==> config.mk <==
export PLATFORM = sky130hd
export DESIGN_NAME = video_stream_gen
export DESIGN_NICKNAME = d
export VERILOG_FILES = /design/src/rtl/video_stream_gen_pkg.sv /design/src/rtl/video_timing_core.sv /design/src/rtl/video_stream_gen.sv
export SDC_FILE = /design/constraint.sdc
export NUM_CORES = 1
export LEC_CHECK = 0
export BUFFER_PORTS_ARGS = -buffer_cell sky130_fd_sc_hd__buf_4
export CAP_MARGIN = 5
export CORE_AREA = 2 2 106 67
export DETAILED_ROUTE_END_ITERATION = 12
export DIE_AREA = 0 0 108 69
export PLACE_DENSITY = 0.79
export SKIP_LAST_GASP = 1
export SLEW_MARGIN = 30
export SYNTH_ARGS = -nofsm -noshare
export SYNTH_HDL_FRONTEND = slang
export SYNTH_SLANG_ARGS = --single-unit
==> constraint.sdc <==
create_clock -name video_clk -period 3.8 [get_ports video_clk]
set_input_delay 0.38 -clock video_clk [delete_from_list [all_inputs] [get_ports video_clk]]
set_output_delay 0.38 -clock video_clk [all_outputs]
set_load 0.005 [all_outputs]
==> src/rtl/video_stream_gen_pkg.sv <==
// rtl/video_stream_gen_pkg.sv - shared counter width, pattern codes and FSM states for the video source
package video_stream_gen_pkg;

  localparam int CNT_W = 12;

  localparam logic [2:0] PAT_HRAMP   = 3'd0;
  localparam logic [2:0] PAT_VRAMP   = 3'd1;
  localparam logic [2:0] PAT_CHECKER = 3'd2;
  localparam logic [2:0] PAT_CONST   = 3'd3;
  localparam logic [2:0] PAT_MOVING  = 3'd4;
  localparam logic [2:0] PAT_DIAG    = 3'd5;

  typedef enum logic [1:0] {
    ST_IDLE = 2'd0,
    ST_RUN  = 2'd1,
    ST_STOP = 2'd2
  } state_e;

endpackage

==> src/rtl/video_timing_core.sv <==
// rtl/video_timing_core.sv - h/v raster counters with load/run control and active/vs/boundary flags
module video_timing_core
  import video_stream_gen_pkg::*;
#(
  parameter int IMG_WIDTH  = 1920,
  parameter int IMG_HEIGHT = 1080,
  parameter int H_BLANK    = 280,
  parameter int V_BLANK    = 45,
  parameter int VS_LINES   = 5
) (
  input  logic             video_clk,
  input  logic             rst_n,
  input  logic             load,
  input  logic             run,
  output logic [CNT_W-1:0] h_cnt,
  output logic [CNT_W-1:0] v_cnt,
  output logic             active,
  output logic             vs,
  output logic             at_origin,
  output logic             at_wrap
);

  localparam logic [CNT_W-1:0] H_LAST = CNT_W'(IMG_WIDTH + H_BLANK - 1);
  localparam logic [CNT_W-1:0] V_LAST = CNT_W'(IMG_HEIGHT + V_BLANK - 1);
  localparam logic [CNT_W-1:0] H_ACT  = CNT_W'(IMG_WIDTH);
  localparam logic [CNT_W-1:0] V_ACT  = CNT_W'(IMG_HEIGHT);
  localparam logic [CNT_W-1:0] VS_END = CNT_W'(IMG_HEIGHT + VS_LINES);

  // A load parks the raster at the top of vertical blanking so the stream opens with vs.
  always_ff @(posedge video_clk or negedge rst_n) begin
    if (!rst_n) begin
      h_cnt <= '0;
      v_cnt <= '0;
    end else if (load) begin
      h_cnt <= '0;
      v_cnt <= V_ACT;
    end else if (run) begin
      if (h_cnt == H_LAST) begin
        h_cnt <= '0;
        v_cnt <= (v_cnt == V_LAST) ? '0 : v_cnt + 1'b1;
      end else begin
        h_cnt <= h_cnt + 1'b1;
      end
    end
  end

  assign active    = (h_cnt < H_ACT) && (v_cnt < V_ACT);
  assign vs        = (v_cnt >= V_ACT) && (v_cnt < VS_END);
  assign at_origin = (h_cnt == '0) && (v_cnt == '0);
  assign at_wrap   = (h_cnt == H_LAST) && (v_cnt == V_LAST);

endmodule

==> src/rtl/video_stream_gen.sv <==
// rtl/video_stream_gen.sv - video timing and test-pattern source with run/stop FSM and frame counter
module video_stream_gen
  import video_stream_gen_pkg::*;
#(
  parameter int IMG_WIDTH  = 1920,
  parameter int IMG_HEIGHT = 1080,
  parameter int H_BLANK    = 280,
  parameter int V_BLANK    = 45,
  parameter int VS_LINES   = 5
) (
  input  logic       video_clk,
  input  logic       rst_n,
  input  logic       enable,
  input  logic [2:0] pattern_sel,
  input  logic [7:0] fg_value,
  output logic       video_vs,
  output logic       video_de,
  output logic [7:0] video_data,
  output logic       frame_start,
  output logic [7:0] frame_cnt,
  output logic       busy
);

  localparam logic [CNT_W-1:0] X_LAST = CNT_W'(IMG_WIDTH - 1);
  localparam logic [CNT_W-1:0] Y_LAST = CNT_W'(IMG_HEIGHT - 1);

  state_e           state, state_d;
  logic             load, run;
  logic [CNT_W-1:0] h_cnt, v_cnt;
  logic             active, vs, at_origin, at_wrap;
  logic             emit, last_px;
  logic [2:0]       pat_q, cur_pat;
  logic [7:0]       fg_q, cur_fg, pix;
  logic [7:0]       x, y;

  video_timing_core #(
    .IMG_WIDTH (IMG_WIDTH),
    .IMG_HEIGHT(IMG_HEIGHT),
    .H_BLANK   (H_BLANK),
    .V_BLANK   (V_BLANK),
    .VS_LINES  (VS_LINES)
  ) u_timing (
    .video_clk(video_clk),
    .rst_n    (rst_n),
    .load     (load),
    .run      (run),
    .h_cnt    (h_cnt),
    .v_cnt    (v_cnt),
    .active   (active),
    .vs       (vs),
    .at_origin(at_origin),
    .at_wrap  (at_wrap)
  );

  always_ff @(posedge video_clk or negedge rst_n) begin
    if (!rst_n) state <= ST_IDLE;
    else        state <= state_d;
  end

  always_comb begin
    state_d = state;
    load    = 1'b0;
    run     = 1'b0;
    case (state)
      ST_IDLE: begin
        if (enable) begin
          state_d = ST_RUN;
          load    = 1'b1;
        end
      end
      ST_RUN: begin
        run = 1'b1;
        if (!enable) state_d = ST_STOP;
      end
      ST_STOP: begin
        // Only the final wrap ends the stream, so a stopped frame still completes with its blanking.
        if (enable) begin
          state_d = ST_RUN;
          run     = 1'b1;
        end else if (at_wrap) begin
          state_d = ST_IDLE;
        end else begin
          run = 1'b1;
        end
      end
      default: state_d = ST_IDLE;
    endcase
  end

  assign emit    = (state != ST_IDLE);
  assign last_px = (h_cnt == X_LAST) && (v_cnt == Y_LAST);
  assign x       = h_cnt[7:0];
  assign y       = v_cnt[7:0];

  // The origin pixel already belongs to the new frame, so it uses the live selection.
  assign cur_pat = at_origin ? pattern_sel : pat_q;
  assign cur_fg  = at_origin ? fg_value : fg_q;

  always_comb begin
    pix = 8'd0;
    case (cur_pat)
      PAT_HRAMP:   pix = x;
      PAT_VRAMP:   pix = y;
      PAT_CHECKER: pix = (x[3] ^ y[3]) ? cur_fg : 8'd0;
      PAT_CONST:   pix = cur_fg;
      PAT_MOVING:  pix = x + frame_cnt;
      PAT_DIAG:    pix = x + y;
      default:     pix = 8'd0;
    endcase
  end

  always_ff @(posedge video_clk or negedge rst_n) begin
    if (!rst_n) begin
      video_vs    <= 1'b0;
      video_de    <= 1'b0;
      video_data  <= 8'd0;
      frame_start <= 1'b0;
      frame_cnt   <= 8'd0;
      busy        <= 1'b0;
      pat_q       <= 3'd0;
      fg_q        <= 8'd0;
    end else begin
      video_vs    <= emit && vs;
      video_de    <= emit && active;
      video_data  <= (emit && active) ? pix : 8'd0;
      frame_start <= emit && at_origin;
      busy        <= (state_d != ST_IDLE);
      if (emit && at_origin) begin
        pat_q <= pattern_sel;
        fg_q  <= fg_value;
      end
      if (emit && last_px) frame_cnt <= frame_cnt + 1'b1;
    end
  end

endmodule
==> Word level (Yosys, flattened, before mapping) <==
Index checks and enable logic that the tools add are counted.
{ "word_totals": {"register_bits": 57, "inputBits": 14, "out_inout_bits": 20} }
{ "classes": {"n_reduce_logical": 18, "mux": 22, "eq_ne": 11, "bitwise": 1, "addsub": 5, "magnitude_cmp": 4} }
{ "ops": {"columns": ["cell", "n"], "rows": [
  ["$mux 12", 7],
  ["$pmux 8 s6", 1],
  ["$eq 12x11->1 const B", 3],
  ["$lt 12x11->1 const B", 3],
  ["$add 12x1->12 const B", 2],
  ["$logic_not 12->1", 2],
  ["$mux 8", 3],
  ["$add 8x8->8", 2],
  ["$eq 12x12->1 const B", 1],
  ["$ge 12x11->1 const B", 1],
  ["$logic_and 1x1->1", 9],
  ["$add 8x1->8 const B", 1],
  ["$mux 2", 4],
  ["$reduce_bool 2->1", 4],
  ["$eq 3x2->1 const B", 2],
  ["$eq 3x3->1 const B", 2],
  ["$pmux 2 s3", 1],
  ["$mux 1", 4],
  ["$eq 3x1->1 const B", 1],
  ["$logic_not 3->1", 1],
  ["$mux 3", 1],
  ["$eq 2x1->1 const B", 1],
  ["$eq 2x2->1 const B", 1],
  ["$logic_not 2->1", 1],
  ["3 further kinds", 3]
]} }

==> Depth between registers and ports, before layout <==
Gate-level depths: netlist (run 1).
{ "depth": {"depth_word": 7, "ltp_mapped": 19, "ltp_nobuf": 19} }

==> Cells and area by module <==
From an unflattened synthesis (run 1), not the netlist that was laid out.
{ "unflattened": {"hier_cells": 398, "area_unflattened_um2": 3839.9} }
{ "by_module_without_submodules": {"columns": ["module", "area_each_um2", "cells_per_inst", "n_inst", "seq_area_each_um2"], "rows": [
  ["video_stream_gen", 2225.9, 216, 1, 825.8],
  ["video_timing_core", 1614.0, 182, 1, 600.6]
]} }

==> Least setup slack after synthesis (run 1) <==
OpenSTA, ideal clock, no wires.
{ "synth_timing": {"path_type": "reg-to-reg", "from": "reg u_timing.v_cnt[0]", "to": "reg video_data[7]", "required_ns": 3.723, "path_stages_with_launch": 17, "setup_ns": 0.077, "t_arrival_ns": 3.478, "slack_ns": 0.245, "cell_sequence": "dfrtp_1 > inv_1 > ha_1 > nor4b_4 > nand3_1 > nor3_2 > nor2_4 > nor2_8 > mux2_4 > ha_1 > a21o_1 > a21oi_1 > o21ai_0 > o41ai_1 > xnor2_1 > nand2b_1 > a21oi_1"} }
{ "synth_between": {"elab_chain_len": 6, "word_cells_on_any_way": 17} }
{ "synth_lines": {"columns": ["item", "line_no", "source"], "rows": [
  ["from (decl)", "video_timing_core.sv:16", "output logic [CNT_W-1:0] v_cnt,"],
  ["from (signal assigned)", "video_timing_core.sv:40", "v_cnt <= (v_cnt == V_LAST) ? '0 : v_cnt + 1'b1;"],
  ["$logic_not 12->1", "video_timing_core.sv:49", "assign at_origin = (h_cnt == '0) && (v_cnt == '0);"],
  ["$logic_and 1x1->1", "video_timing_core.sv:49", null],
  ["$mux 3 / $mux 8 (equally long branches)", "video_stream_gen.sv:96, video_stream_gen.sv:97", null],
  ["$eq 3x3->1, or another cell as far along", "video_stream_gen.sv:101", "case (cur_pat)"],
  ["$pmux 8 s6", "video_stream_gen.sv:101", null],
  ["$mux 8 (*)", "video_stream_gen.sv:125", "video_data <= (emit && active) ? pix : 8'd0;"],
  ["to (signal assigned)", "video_stream_gen.sv:125", null],
  ["to (decl)", "video_stream_gen.sv:18", "output logic [7:0] video_data,"]
]} }
Every way passes the cells marked *; elsewhere a longest branch is shown, timed or not.
A chain may end at the register's enable or synchronous reset.

==> Worst setup path in the final report (run 1) <==
{ "layout_timing": {"from": "reg u_timing.h_cnt[1]", "to": "reg video_data[6]"} }
{ "layout_between": {"elab_chain_len": 6, "word_cells_on_any_way": 18} }
{ "layout_lines": {"columns": ["item", "line_no", "source"], "rows": [
  ["from (decl)", "video_timing_core.sv:15", "output logic [CNT_W-1:0] h_cnt,"],
  ["from (signal assigned)", "video_timing_core.sv:42", "h_cnt <= h_cnt + 1'b1;"],
  ["$logic_not 12->1", "video_timing_core.sv:49", null],
  ["$logic_and 1x1->1", "video_timing_core.sv:49", null],
  ["$mux 3 / $mux 8 (equally long branches)", "video_stream_gen.sv:96, video_stream_gen.sv:97", null],
  ["$eq 3x3->1, or another cell as far along", "video_stream_gen.sv:101", null],
  ["$pmux 8 s6", "video_stream_gen.sv:101", null],
  ["$mux 8 (*)", "video_stream_gen.sv:125", null]
]} }
Marked as above.

==> results of run 1 <==
[final cells by class]
type	count	area (sq um)
clock buffers	11	151
clock inverters	5	77.6
fillers	497	1950
inverters	21	78.8
multi-input cells	318	2260
flip-flops and latches	57	1430
well taps	87	109
repair buffers	56	420
[worst reg2reg max path, delay by kind of cell, from the launching register on]
family	cells	cell delay, ns
AO/OA/AOI/OAI	5	0.64
adder cells (fa/ha/maj)	3	0.73
buffers and inverters	2	0.18
flip-flops	1	0.38
multiplexers	1	0.20
AND/OR/NAND/NOR	8	1.40
[registers in the layout (all words and copies together), names as in the netlist]
register        flops
busy                1
fg_q                8
frame_cnt           8
frame_start         1
pat_q               3
state               2
u_timing.h_cnt     12
u_timing.v_cnt     12
video_data          8
video_de            1
video_vs            1
[cell families (layout without fill, tap and decap cells)]
family                   Yosys count  count (layout)  share of synthesized area, %
AND/OR/NAND/NOR                  159             159                          23.9
AO/OA/AOI/OAI                    104             104                          17.9
multiplexers                      24              24                          7.46
XOR/XNOR                          13              13                          2.99
flip-flops                        57              57                          37.5
buffers and inverters             35              93                          4.11
adder cells (fa/ha/maj)           18              18                          6.11
[synth_stat cells (4+ instances only)]
| master | n |
|---|---|
| a21oi_1 | 19 |
| a221oi_1 | 4 |
| a31oi_1 | 5 |
| and3_1 | 10 |
| buf_2 | 5 |
| clkbuf_1 | 4 |
| dfrtp_1 | 57 |
| ha_1 | 17 |
| inv_1 | 21 |
| mux2_2 | 11 |
| mux2_4 | 6 |
| mux2i_1 | 7 |
| nand2_1 | 41 |
| nand2b_1 | 8 |
| nand3_1 | 23 |
| nand4_1 | 5 |
| nor2_1 | 28 |
| nor3_1 | 8 |
| o21a_1 | 7 |
| o21ai_0 | 38 |
| o22ai_1 | 8 |
| o31ai_1 | 4 |
| o41ai_1 | 4 |
| xnor2_1 | 7 |
| xor2_1 | 6 |
[power by group through the flow]
stage          Clock [uW]  Combinational [uW]  Sequential (uW)
6_report              656                 976              799
3_5_place_dp            0                 926              801
4_1_cts               667                 937              790
5_1_grt               702                1070              808
2_1_floorplan           0                 600              812
3_3_place_gp            0                 903              794
[stage by stage]
step / total power, uW / utilization (%) / std cells / instance area (sq um)
floorplan: 1410 / - / 410 / 3810
finish: 2430 / 69.9 / 555 / 4530
CTS: 2390 / 69.4 / 554 / 4490
detailed placement: 1730 / 65.7 / 538 / 4250
global route: 2580 / 69.9 / 555 / 4530
global placement: 1700 / 65.7 / 538 / 4250
[worst max-delay path by stage]
stage | start | endpoint | slack (ns) | cells past startpoint
detailed placement | u_timing.h_cnt[1]$_DFFE_PN0P_ | video_data[7]$_DFF_PN0_ | 0.002 | 16
finish | u_timing.h_cnt[1]$_DFFE_PN0P_ | video_data[6]$_DFF_PN0_ | 0.21 | 19
floorplan | u_timing.v_cnt[0]$_DFFE_PN0P_ | video_data[7]$_DFF_PN0_ | 0.24 | 16
global placement | u_timing.h_cnt[1]$_DFFE_PN0P_ | video_data[7]$_DFF_PN0_ | 0.21 | 16
global route | u_timing.h_cnt[1]$_DFFE_PN0P_ | video_data[6]$_DFF_PN0_ | 0.03 | 19
CTS | u_timing.h_cnt[1]$_DFFE_PN0P_ | video_data[7]$_DFF_PN0_ | 0.04 | 17
[timing repair]
action,4_1_cts,5_1_grt
buffers inserted,0,1
endpoints found under the setup margin,1,3
resized for setup,2,5
pin swaps,0,1
[routing by layer]
metal | routed length [um] | vias to the layer above | share of wire, %
li1 | - | 1588 | -
met1 | 4490 | 1623 | 45
met2 | 4490 | 140 | 45
met3 | 945 | 15 | 9.4
met4 | 102 | 0 | 1.0
met5 | 0 | - | 0
==> metrics, run 1 <==
max cap viols=0; clock skew=approximately 0.0057 ns; Die H=69 um; CP Capture Type=flip-flop; gr ovfl total=0; Bufs and invs on worst path=2; sequential fraction of the synthesis area=between 30% and 40%; Worst Reg-to-Reg Cells=19; Core ar.=between 6000 and 7000 sq um; final clock period utilization by the worst path=a little over nine tenths; CTS sink cnt=57; Die Wd=between 100 and 150 um; Num CTS Buffers=9; worst reg2reg endpoint=video_data[6]$_DFF_PN0_; TritonCTS clock tree=yes; vias per inst=6.06; GRT busiest layer=met1; ys flop type=dfrtp_1; GRT Util Overall=28.3%; largest net degree at the start of global routing=58; Ports=34; Nets=around 500; Initial Util=around three fifths; synthesized area per cell=9.29 sq um; DP Worst Slack=0.00243 ns; post-cts hold buffer count=0; crit start category=flip-flop; Routed wire per std cell=between 15 and 20 um; met3 global-route usage=under 10%; Setup CP Type=flip-flop to flip-flop; Max Clock Freq=around 280 MHz; CTS max path bufs=2; DR iter-0 viols=about 270; CP Data Required Time=a little over 4 ns; grt met1 use=between 40% and 50%; most common cell after layout, fill and taps aside=dfrtp_1; cell taking the most area after synthesis=dfrtp_1; slowest stage delay, CP=0.40 ns; final hold violation count=0; Max-slew headroom=between 50% and 60%; Sw Share=between 40% and 50%; GR met2 Demand/Resource=between 40% and 50%; final worst slack=between 0.2 and 0.25 ns; Mapped Area=~3800 sq um; ys async rst share=100%; Clk network pwr share=a little over a quarter; Setup-failing EPs final=0; Yosys top cell area share=between 30 and 40%; Gate power share=approximately 40%; internal power=~1500 uW; layout cells sized above 1=roughly a quarter; # rows=23; remaining routing DRC violations=0; leakage power=approximately 0.0020 uW; CP top delay family=simple AND/OR/NAND/NOR gates; worst-path fanout max=4; Root Buffer Master=clkbuf_8; first-pass GRT wire length=between 15000 and 20000 um; # H-tree levels=3; Antenna Violating Nets Remaining=0; initial antenna violation count=0; r2r startpoint=u_timing.h_cnt[1]$_DFFE_PN0P_; Synth warnings=0; sequential share of power=about 33%; Placer Congestion=0.954; worst vdd ir=0.000400 V; vias in the first global route=3131; max-slew violation count=0; Die ar.=between 7000 and 8000 sq um; via count=3366; n_diodes=0; reg2reg setup slack=about 0.21 ns; flops & latches, synth=57; Slowest-stage cell, CP=fa_1; Mapped Nets=roughly 440; Switch Pwr=974 uW; most frequent cells in the layout=57 x dfrtp_1, 56 x buf_4, 41 x nand2_1; PwrDens=about 540 nW/um^2; number of library cell types mapped by synthesis=a little under 60; setup_tns=0 ns; unrepaired setup endpoints after global routing=false; TritonRoute pass-1 iters=6; DP HPWL=~7400 um; Routed Wire Length=between 10000 and 15000 um; port bufs=33; Cells after Synth=between 400 and 500; status=complete, no violations; worst min-delay path category=input port to async pin; WP data arrival=3.86 ns; clock-pin slew on the worst setup and hold paths=about 0.07 ns; min Tclk post-route=3.59 ns; Hold WS=just under 0.1 ns; worst path cell trace=inv_1, ha_1, nor4b_4, nand3_2, nor2_4, nor3b_2, a31oi_4, nor2_8, mux2_4, ha_1, inv_1, fa_1, nor2b_1, o21ai_0, nand2b_1, a21o_1, a21oi_1, or3_1, a31oi_1; largest cells by area after synthesis=dfrtp_1 37%, ha_1 5.6%, o21ai_0 5.0%, nand2_1 4.0%, mux2_2 3.3%; Worst-Skew Late Latency=between 0.3 and 0.4 ns; Area growth, synth to finish=18.9%; Post-synth EDFFs=0; worst slew pin tran=around 0.74 ns
No activity file was read; power rests on OpenSTA's default activity.
==> run 2: changes to the inputs <==
Settings changed: CTS_BUF_LIST set to sky130_fd_sc_hd__clkbuf_16.
==> run 2 against run 1 <==
Maximum frequency decreased by 1.5%. Total power increased by 7.7%. Clock power increased by 29%. Critical path depth unchanged. Sequential share of layout area decreased by 0.56 points. Routed wire length increased by 0.39%. Die area unchanged. Worst setup slack got worse by 0.054 ns. Utilization increased by 1.3 points. Design area increased by 1.8%. Cell count unchanged. Via count increased by 0.89%.
==> metrics, run 2 (synthesis gave the netlist of run 1 again) <==
status=complete, no violations; Num CTS Buffers=9; DP Worst Slack=between 0.002 and 0.0025 ns; Die ar.=roughly 7500 sq um; reg2reg setup slack=roughly 0.15 ns; Die H=slightly below 70 um; most frequent cells in the layout=57 x dfrtp_1, 56 x buf_4, 41 x nand2_1; Core ar.=6470 sq um; min Tclk post-route=around 3.6 ns; CP Data Required Time=~4 ns; CP top delay family=simple AND/OR/NAND/NOR gates; max-slew violation count=0; Worst-Skew Late Latency=0.33 ns; Max Clock Freq=between 200 and 300 MHz; final clock period utilization by the worst path=between 90 and 100%; port bufs=33; TritonCTS clock tree=yes; CP most frequent cell=ha_1; Ports=34; Antenna Violating Nets Remaining=0; Bufs and invs on worst path=2; Finished Cell Area=between 4000 and 5000 sq um; WL met1=4530 um; Top Layer Used=met4; total power=between 2000 and 3000 uW; clock skew=about 0.0075 ns; post-cts hold buffer count=0; n_diodes=0; met2 wire length=approximately 4500 um; worst vdd ir=0.000428 V; initial antenna violation count=0; TritonRoute pass-1 iters=6; DP Area=4250 sq um; r2r startpoint=u_timing.h_cnt[1]$_DFFE_PN0P_; Hold WS=0.113 ns; Initial Util=between 50% and 60%; max cap viols=0; Setup CP Type=flip-flop to flip-flop; crit start category=flip-flop; first-pass GRT wire length=between 15000 and 20000 um; Routed wire per std cell=between 15 and 20 um; Fill cells=~500; DP HPWL=7360 um; Worst Reg-to-Reg Cells=19; worst path cell trace=inv_2, ha_1, nor4b_4, nand3_2, nor2_4, nor3b_2, a31oi_4, nor2_8, mux2_4, ha_1, inv_1, fa_1, nor2b_1, o21ai_0, nand2b_1, a21o_1, a21oi_1, or3_1, a31oi_1; largest net degree at the start of global routing=58; CTS max path bufs=2; worst reg2reg endpoint=video_data[6]$_DFF_PN0_; Area growth, synth to finish=21.0%; DR iter-0 viols=257; slowest stage delay, CP=around 0.40 ns; GRT Util Overall=between 20% and 30%; most common cell after layout, fill and taps aside=dfrtp_1; Max-slew headroom=between 40% and 50%; gr ovfl total=0; CP Launch Point=u_timing.h_cnt[1]$_DFFE_PN0P_; Met3 Wirelength=~890 um; vias per inst=~6.1; via count=3396; vias in the first global route=roughly 3200; # rows=23; final core utilization=~70%; CP Capture Type=flip-flop; worst-path fanout max=4; WP data arrival=approximately 3.9 ns; clock-pin slew on the worst setup and hold paths=~0.050 ns; remaining routing DRC violations=0; Root Buffer Master=clkbuf_16; final hold violation count=0; Slowest-stage cell, CP=fa_1; leakage power=~0.0020 uW; layout cells sized above 1=between 20% and 30%; worst min-delay path category=input port to async pin; PwrDens=roughly 570 nW/um^2; final worst slack=~0.15 ns; Setup-failing EPs final=0; worst slew pin tran=about 0.75 ns; Regs by FF count=u_timing.h_cnt (12), u_timing.v_cnt (12); # H-tree levels=3; Nets=495; Routed Wire Length=between 10000 and 15000 um; Placer Congestion=~0.95; Die Wd=between 100 and 150 um; CTS sink cnt=between 50 and 60
[run 2: area by class of cell]
type / instances / area, sq um / share of cell area (%)
inverter: 21 / 78.8 / 1.71
sequential: 57 / 1430 / 31.0
clock buffer: 9 / 225 / 4.89
multi-input combinational: 318 / 2260 / 49.1
timing repair buffer: 56 / 420 / 9.12
clock inverter: 7 / 85.1 / 1.85
tap: 87 / 109 / 2.36
[run 2: repair_timing]
item	in CTS	in global routing
setup endpoints to repair	1	3
resized for setup	2	5
setup buffers	0	1
pin swaps	0	2
[run 2: worst max path at each step]
stage | slack (ns) | cells past startpoint | end
after floorplan | 0.24 | 16 | video_data[7]$_DFF_PN0_
after global placement | 0.21 | 16 | video_data[7]$_DFF_PN0_
final | 0.15 | 19 | video_data[6]$_DFF_PN0_
after global routing | -0.005 | 15 | video_data[5]$_DFF_PN0_
after CTS | 0.04 | 17 | video_data[7]$_DFF_PN0_
after detailed placement | 0.002 | 16 | video_data[7]$_DFF_PN0_
[run 2: routing by layer]
metal / global-route usage [%] / up-vias
met5: 0 / -
met2: 41.7 / 153
li1: - / 1588
met1: 40.7 / 1642
met3: 7.28 / 13
met4: 9.26 / 0
[run 2: report_power, final]
part	internal [uW]	switching, uW	total (uW)
logic	358	612	971
registers	698	103	801
clock network	566	281	847
[run 2: worst register-to-register path: cells and delay by family (launching register included)]
family | cells | cell delay [ns]
AO/OA/AOI/OAI | 5 | 0.68
adder cells (fa/ha/maj) | 3 | 0.71
buffers and inverters | 2 | 0.14
flip-flops | 1 | 0.38
multiplexers | 1 | 0.20
AND/OR/NAND/NOR | 8 | 1.46
[run 2: metrics by stage]
step / instances / TNS (ns)
finish: 555 / 0
global route: 555 / -0.00670
CTS: 554 / 0
detailed placement: 538 / 0
global placement: 538 / 0
floorplan: 410 / 0
==> run 3: changes to the inputs <==
Settings changed: CORE_AREA 2 2 106 67 to 2 2 93 77, DIE_AREA 0 0 108 69 to 0 0 95 79, PLACE_DENSITY 0.79 to 0.78.
==> run 3 against run 2 <==
Via count increased by 1.4%. Total power rose by 0.31%. Sequential power decreased by 2%. Global-route usage shrank 0.40 points. Critical endpoint is now video_data[4]$_DFF_PN0_. Highest routed layer unchanged.
==> metrics, run 3 (synthesis gave the netlist of run 1 again) <==
# H-tree levels=3; crit start category=flip-flop; final clock period utilization by the worst path=about 96%; Sw Share=approximately two fifths; Clk network pwr share=between 30% and 40%; slowest stage delay, CP=between 0.3 and 0.4 ns; first-pass GRT wire length=16000 um; Switch Pwr=~1000 uW; Routed wire per std cell=about 18 um; final worst slack=approximately 0.15 ns; clock skew=roughly 0.005 ns; n_diodes=0; Die H=79 um; Initial Util=between 50% and 60%; Setup-failing EPs final=0; max-slew violation count=0; GRT Util Overall=between 20 and 30%; # rows=27; Area growth, synth to finish=21.9%; Fill cells=495; Regs by FF count=u_timing.h_cnt (12), u_timing.v_cnt (12); CP Data Required Time=approximately 4.0 ns; worst vdd ir=0.000452 V; Gate power share=between 30 and 40%; final hold violation count=0; Max Clock Freq=approximately 270 MHz; post-cts hold buffer count=0; worst slew pin tran=roughly 0.72 ns; min Tclk post-route=around 3.6 ns; max cap viols=0; Num CTS Buffers=9; clock-pin slew on the worst setup and hold paths=0.05 ns; setup_tns=0 ns; DP HPWL=6820 um; TritonCTS clock tree=yes; Die ar.=~7500 sq um; CTS max path bufs=2; Core ar.=approximately 6700 sq um; Setup CP Type=flip-flop to flip-flop; total power=2630 uW; status=complete, no violations; worst-path fanout max=4; CP Capture Type=flip-flop; initial antenna violation count=0; worst path cell trace=inv_2, ha_1, nor4b_4, nand3_2, nor2_4, nor3b_2, a31oi_4, nor2_8, mux2_4, ha_1, inv_1, fa_2, nor2b_1, o21ai_0, nand2b_1, buf_4, xnor2_1, o22ai_1, o21a_1; internal power=between 1500 and 2000 uW; Max-slew headroom=51.5%; gr ovfl total=0; Antenna Violating Nets Remaining=0; Worst-Skew Late Latency=roughly 0.33 ns; layout cells sized above 1=~25%; Worst Reg-to-Reg Cells=19; TritonRoute pass-1 iters=5; Die Wd=95 um; reg2reg setup slack=0.15 ns; Hold WS=a little over 0.1 ns; most frequent cells in the layout=61 x buf_4, 57 x dfrtp_1, 41 x nand2_1; Ports=34; multi-input logic area=approximately 2300 sq um; CP most frequent cell=ha_1; vias in the first global route=between 3000 and 4000; remaining routing DRC violations=0; worst min-delay path category=input port to async pin; via count=3442; Nets=500; most common cell after layout, fill and taps aside=buf_4; Placer Congestion=roughly 0.9; leakage power=0.00208 uW; Slowest-stage cell, CP=dfrtp_1; PwrDens=566 nW/um^2; Routed Wire Length=9980 um; DR iter-0 viols=roughly 280; largest net degree at the start of global routing=58; port bufs=33; WP data arrival=roughly 3.9 ns; register area=approximately 1400 sq um; sequential share of power=between 30% and 40%; vias per inst=6.15; CTS sink cnt=between 50 and 60; Root Buffer Master=clkbuf_16; DP Worst Slack=between 0.03 and 0.04 ns
-- run 3: cell types whose count changed in the layout (fill, tap and decap cells not counted) --
cell        before  now
buf_4           56   61
clkinvlp_4       1    0
o21ai_0         38   37
o21ai_1          1    2
clkinv_1         2    3
fa_2             0    1
nand3_4          1    0
nand3_2          2    3
clkinv_2         2    1
clkinv_4         0    1
fa_1             1    0
-- run 3: final cells by class --
cell class                      count  area share (%)
Timing Repair Buffer               61            9.87
Sequential cell                    57            30.7
Tap cell                           87            2.35
Clock buffer                        9            4.85
Clock inverter                      7            1.83
Inverter                           21            1.70
Multi-Input combinational cell    318            48.7
-- run 3: path summary, 6_finish.rpt --
path,start,to
worst min-delay path,rst_n,frame_start$_DFF_PN0_
worst min register to register,fg_q[4]$_DFFE_PN0P_,fg_q[4]$_DFFE_PN0P_
worst max register to register,u_timing.h_cnt[1]$_DFFE_PN0P_,video_data[4]$_DFF_PN0_
min in group video_clk,fg_value[5],fg_q[5]$_DFFE_PN0P_
max in group asynchronous,rst_n,u_timing.v_cnt[3]$_DFFE_PN0P_
worst max-delay path,u_timing.h_cnt[1]$_DFFE_PN0P_,video_data[4]$_DFF_PN0_
-- run 3: stage by stage --
stage	area [sq um]	util, %	std cells
floorplan	3810	-	410
global route	4640	69.7	560
global placement	4240	63.8	537
detailed placement	4240	63.8	537
finish	4640	69.7	560
CTS	4570	68.6	553
-- run 3: routing by layer --
metal | vias up | routed length, um | GRT usage, %
li1 | 1606 | - | -
met1 | 1648 | 4190 | 35.6
met2 | 158 | 4750 | 44.5
met3 | 30 | 738 | 8.44
met4 | 0 | 307 | 11.2
met5 | - | 0 | 0
-- run 3: repair_timing --
item | in CTS | in global routing
endpoints found under the setup margin | 1 | 4
buffers inserted | 0 | 7
resized for setup | 2 | 6
pin swaps | 0 | 4
-- run 3: worst max-delay path: cells and delay by family (launching register included) --
family | cells | cell delay [ns]
AO/OA/AOI/OAI | 4 | 0.71
multiplexers | 1 | 0.30
XOR/XNOR | 1 | 0.21
AND/OR/NAND/NOR | 7 | 1.05
buffers and inverters | 3 | 0.30
flip-flops | 1 | 0.38
adder cells (fa/ha/maj) | 3 | 0.58
-- run 3: power by group through the flow --
stage	Combinational [uW]	Sequential (uW)	Clock, uW
after floorplan	600	812	0
after global placement	918	783	0
after detailed placement	946	790	0
after CTS	961	780	853
after global routing	1080	798	885
final	991	787	849
